### src/rtl/if_stage.sv
// rtl/if_stage.sv - instruction fetch stage with a single outstanding memory request
//
// Purpose:
//   Fetches one instruction at a time from instruction memory and presents it
//   to decode. Only one request can be in flight. A branch redirect from decode
//   replaces the fetch PC in any state. A response that belongs to the
//   squashed path is consumed and thrown away.
//
// Ports:
//   clk, rst          clock; synchronous active-high reset
//   id_ready          decode can accept the presented instruction
//   br_taken          one-cycle redirect pulse from decode
//   br_target[31:0]   redirect PC, sampled with br_taken
//   to_id_valid       instruction presented to decode
//   to_id_pc[31:0]    PC of presented instruction (full 32 bits)
//   to_id_inst[31:0]  presented instruction word
//   inst_req          memory request valid
//   inst_addr[31:0]   word-aligned request address
//   inst_addr_ok      request accepted this cycle
//   inst_data_ok      read data valid this cycle
//   inst_rdata[31:0]  read data

module if_stage #(
  parameter logic [31:0] RESET_PC = 32'h1c000000
) (
  input  logic        clk,
  input  logic        rst,
  input  logic        id_ready,
  input  logic        br_taken,
  input  logic [31:0] br_target,
  output logic        to_id_valid,
  output logic [31:0] to_id_pc,
  output logic [31:0] to_id_inst,
  output logic        inst_req,
  output logic [31:0] inst_addr,
  input  logic        inst_addr_ok,
  input  logic        inst_data_ok,
  input  logic [31:0] inst_rdata
);

  typedef enum logic [1:0] {
    S_REQ  = 2'd0,
    S_WAIT = 2'd1,
    S_HOLD = 2'd2
  } state_e;

  state_e      state_q, state_d;
  logic [31:0] fetch_pc_q, fetch_pc_d;
  logic [31:0] buf_pc_q, buf_pc_d;
  logic [31:0] buf_inst_q, buf_inst_d;
  logic        cancel_q, cancel_d;

  // Event decodes shared by the FSM and the datapath.
  logic req_accept;   // request handed to memory this cycle
  logic resp_arrive;  // response for our outstanding request
  logic resp_drop;    // response belongs to a squashed path
  logic hold_fire;    // decode takes the presented instruction

  assign req_accept  = (state_q == S_REQ)  && inst_addr_ok;
  assign resp_arrive = (state_q == S_WAIT) && inst_data_ok;
  assign resp_drop   = resp_arrive && (cancel_q || br_taken);
  assign hold_fire   = (state_q == S_HOLD) && id_ready;

  // ---------------------------------------------------------------------
  // FSM: state register
  // ---------------------------------------------------------------------
  always_ff @(posedge clk) begin
    if (rst) begin
      state_q <= S_REQ;
    end else begin
      state_q <= state_d;
    end
  end

  // ---------------------------------------------------------------------
  // FSM: next-state logic
  // ---------------------------------------------------------------------
  always_comb begin
    state_d = state_q;
    case (state_q)
      S_REQ: begin
        // A request accepted alongside a redirect still occupies memory, so
        // we must wait for its response even though it will be discarded.
        if (inst_addr_ok) begin
          state_d = S_WAIT;
        end
      end
      S_WAIT: begin
        if (inst_data_ok) begin
          state_d = (cancel_q || br_taken) ? S_REQ : S_HOLD;
        end
      end
      S_HOLD: begin
        // A redirect leaves HOLD even without id_ready; if decode also
        // handshakes in that cycle it squashes the instruction itself.
        if (br_taken || id_ready) begin
          state_d = S_REQ;
        end
      end
      default: begin
        state_d = S_REQ;
      end
    endcase
  end

  // ---------------------------------------------------------------------
  // FSM: outputs. Both depend only on registered state (and reset), so
  // neither id_ready nor br_taken reaches to_id_valid combinationally.
  // ---------------------------------------------------------------------
  always_comb begin
    inst_req    = 1'b0;
    to_id_valid = 1'b0;
    if (!rst) begin
      case (state_q)
        S_REQ:   inst_req    = 1'b1;
        S_HOLD:  to_id_valid = 1'b1;
        default: begin
          inst_req    = 1'b0;
          to_id_valid = 1'b0;
        end
      endcase
    end
  end

  assign inst_addr  = {fetch_pc_q[31:2], 2'b00};
  assign to_id_pc   = buf_pc_q;
  assign to_id_inst = buf_inst_q;

  // ---------------------------------------------------------------------
  // Datapath next-state
  // ---------------------------------------------------------------------
  always_comb begin
    fetch_pc_d = fetch_pc_q;
    buf_pc_d   = buf_pc_q;
    buf_inst_d = buf_inst_q;
    cancel_d   = cancel_q;

    // Redirect beats the sequential +4 update.
    if (br_taken) begin
      fetch_pc_d = br_target;
    end else if (hold_fire) begin
      fetch_pc_d = buf_pc_q + 32'd4;
    end

    if (req_accept) begin
      buf_pc_d = fetch_pc_q;
    end

    if (resp_arrive && !resp_drop) begin
      buf_inst_d = inst_rdata;
    end

    // cancel marks the one outstanding response as wrong-path. It is set
    // when a redirect happens while a request is (or becomes) outstanding
    // and cleared once that response has been swallowed.
    if (resp_drop) begin
      cancel_d = 1'b0;
    end else if (br_taken && (req_accept || state_q == S_WAIT)) begin
      cancel_d = 1'b1;
    end
  end

  always_ff @(posedge clk) begin
    if (rst) begin
      fetch_pc_q <= RESET_PC;
      buf_pc_q   <= 32'h0;
      buf_inst_q <= 32'h0;
      cancel_q   <= 1'b0;
    end else begin
      fetch_pc_q <= fetch_pc_d;
      buf_pc_q   <= buf_pc_d;
      buf_inst_q <= buf_inst_d;
      cancel_q   <= cancel_d;
    end
  end

endmodule

### config.mk
export PLATFORM = sky130hd
export DESIGN_NAME = if_stage
export DESIGN_NICKNAME = d
export VERILOG_FILES = /design/src/rtl/if_stage.sv
export SDC_FILE = /design/constraint.sdc
export NUM_CORES = 1
export LEC_CHECK = 0
export BUFFER_PORTS_ARGS = -buffer_cell sky130_fd_sc_hd__buf_2
export CAP_MARGIN = 40
export CELL_PAD_IN_SITES_DETAIL_PLACEMENT = 0
export CELL_PAD_IN_SITES_GLOBAL_PLACEMENT = 1
export CORE_UTILIZATION = 35
export CTS_CLUSTER_DIAMETER = 200
export DETAILED_ROUTE_END_ITERATION = 10
export GPL_ROUTABILITY_DRIVEN = 0
export PLACE_DENSITY_LB_ADDON = 0.1
export SLEW_MARGIN = 20
export SYNTH_ARGS = -nofsm -noshare
export SYNTH_HDL_FRONTEND = slang
export SYNTH_SLANG_ARGS = --single-unit
### constraint.sdc
create_clock -name clk -period 2.15 [get_ports clk]
set_clock_uncertainty 0.2 [all_clocks]
set_input_delay 0.1075 -clock clk [delete_from_list [all_inputs] [get_ports clk]]
set_output_delay 0.1075 -clock clk [all_outputs]
set_load 0.1 [all_outputs]
==> out/results.ini <==
[run_status]
status=finished, final reports clean

[sta]
setup_slack_ns=0.157
min_period_ns=1.99
relSlewSlack_pct=61.9
final_max_slew_viol_count=0
fmax_ghz=0.502
rsz0062_at_grt=no
worst_slew_pin_slew_ns=0.566
timing.final.crit_share_pct=92.7
final-setup-viol-count=0
whs_ns=0.0916
fin_tns_setup_ns=0
hold_violations=0

[detailed_routing]
wl_per_cell_um=15.3
drcViolationCount=0
dr.pass1.iters=5
ant_nets=0
initialDrtViolationCount=227
via_per_inst=4.90
route.vias.total=4584
drt_wl_total_um=14300

[finish]
mostFrequentLayoutCells=buf_2 (165), nand2_1 (150), a21oi_1 (77), dfxtp_1 (74), dlygate4sd3_1 (67)
fillers=1196
seqCellArea_sq_um=2050
stdcell_count=935
layout_commonest_cell=buf_2
post-route-util_pct=52.4
finalInstanceArea_sq_um=6380
nets=833
area_delta_synth_final_pct=44.4
drive_gt1_share_pct=31.2
multi_input_area_sq_um=2060
n_antenna_cell=0

[yosys]
yosysUniqueCellTypes=47
seq_area_frac_synth_pct=44.9
synthArstFlopShare_pct=0
yosys_most_used_dff=dfxtp_1
netlist_area_sq_um=4420
synth_edf_count=0
synth.ff_latch_count=99
avgSynthCellArea_sq_um=7.85
synth_cells=563
synth_warnings=0

[die]
rows=40
core_area_sq_um=12200
ios=168
initial_utilization_pct=36.3
die_h_um=114
fp.dieW_um=114
dieArea_sq_um=13100

[setup_path]
cp_data_arrival_time_ns=1.69
crit_type=in -> out
cp_data_required_time_ns=1.84
critPathMaxFanout=21
cp-start-kind=primary input
reg2reg_from=to_id_pc[10]$_SDFFE_PP0P_
r2r_slack_ns=0.17
cp-end-kind=output port
reg2reg_to=fetch_pc_q[22]$_SDFFE_PP0P_
worst_r2r_path_depth=5

[global_route]
antenna_found_initial=0
grt.overflow.total=0
grt_max_degree=37
grt_pass1_wl_um=22600
grt_usage_pct=22.5
grt_pass1_vias=4468

[clocking]
post_cts_buffers=0
numCtsBuffers=9
clock_latency_ns=0.35
clock_sinks=99
cts-root-buf=clkbuf_16
clock_path_buffers=2
htreeDepth=3
clk_pin_slew_worst_paths_ns=0.07
cts_tree=yes

[placement]
dp_hpwl_um=9660
placed_cells=852
portBuffers=165
place_area_sq_um=5360
preCtsSetupSlack_ns=0.193

[min_path]
worstHoldPathType=in -> reg
hold_depth=3
min-delay-start=br_taken
whs_endpoint=fetch_pc_q[0]$_SDFFE_PP0P_

[pwr]
p_per_area_nw_per_um2=773
total_power_mw=4.93
ir_worst_vdd_mv=0.570
leakage_nw=2.68

[job]
cap_viol_max_count=0

-- layer usage --
layer	track usage [%]	vias to the layer above	wire length [um]
li1	-	2282	-
met1	27.2	2146	6260
met2	38.7	147	7050
met3	6.62	9	846
met4	6.06	0	167
met5	0	-	0
-- worst max path at each step --
stage | start | to | cells after the start
floorplan | to_id_pc[13]$_SDFFE_PP0P_ | fetch_pc_q[29]$_SDFFE_PP0P_ | 5
finish | rst | to_id_valid | 5
global placement | to_id_pc[15]$_SDFFE_PP0P_ | fetch_pc_q[29]$_SDFFE_PP0P_ | 5
detailed placement | to_id_pc[15]$_SDFFE_PP0P_ | fetch_pc_q[29]$_SDFFE_PP0P_ | 5
CTS | rst | to_id_valid | 5
global route | to_id_pc[10]$_SDFFE_PP0P_ | fetch_pc_q[22]$_SDFFE_PP0P_ | 5
-- layout make-up --
class,count,area share (%)
Multi-Input combinational cell,391,32.3
Sequential cell,99,32.2
Timing Repair Buffer,254,26.3
Clock buffer,14,4.96
Tap cell,168,3.30
Clock inverter,2,0.549
Inverter,7,0.412
-- cell usage after synthesis, types with 6 or more instances --
cell type | count | area share [%]
nand2_1 | 150 | 13
inv_1 | 6 | 0.51
nor2_1 | 25 | 2.1
nand3_1 | 11 | 1.2
a21oi_1 | 77 | 8.7
xnor2_1 | 14 | 2.8
clkbuf_1 | 33 | 2.8
o21ai_0 | 16 | 1.8
buf_4 | 32 | 5.4
nor3_1 | 7 | 0.79
dfxtp_1 | 99 | 45
a22oi_1 | 10 | 1.7
nand4_1 | 7 | 0.99
a211oi_1 | 15 | 2.5
xor2_1 | 7 | 1.4
-- critical path, cell delays in order --
cell and delay, ns:
dlygate4sd3_1 0.53, buf_2 0.24, buf_4 0.26, nor2_1 0.11
buf_2 0.43
-- registers in the layout, summed over array words and instances, names as in the netlist --
name,flops
cancel_q,1
state_q,2
to_id_pc,32
fetch_pc_q,32
to_id_inst,32
-- timing repair --
action | in CTS | in global routing
hold buffers | 67 | 0
resized for setup | 0 | 0
hold endpoints to repair | 75 | 0
-- logic make-up after synthesis --
| logic type | count (synthesis) | share of synthesized area, % |
|---|---|---|
| compound gates | 141 | 18.7 |
| flops | 99 | 44.9 |
| mux | 4 | 0.907 |
| xor+xnor | 21 | 4.16 |
| other cells | 1 | 0.0849 |
| simple gates | 222 | 22.0 |
| buf+inv | 74 | 9.04 |
| fa+ha+maj | 1 | 0.283 |
-- power by group --
| group | internal (mW) | total [mW] | switching (mW) |
|---|---|---|---|
| clock | 1.14 | 1.85 | 0.715 |
| sequential | 1.90 | 1.98 | 0.0774 |
| combinational | 0.279 | 1.09 | 0.815 |
| total | 3.32 | 4.93 | 1.61 |
Power figures use the tool's default switching activity.
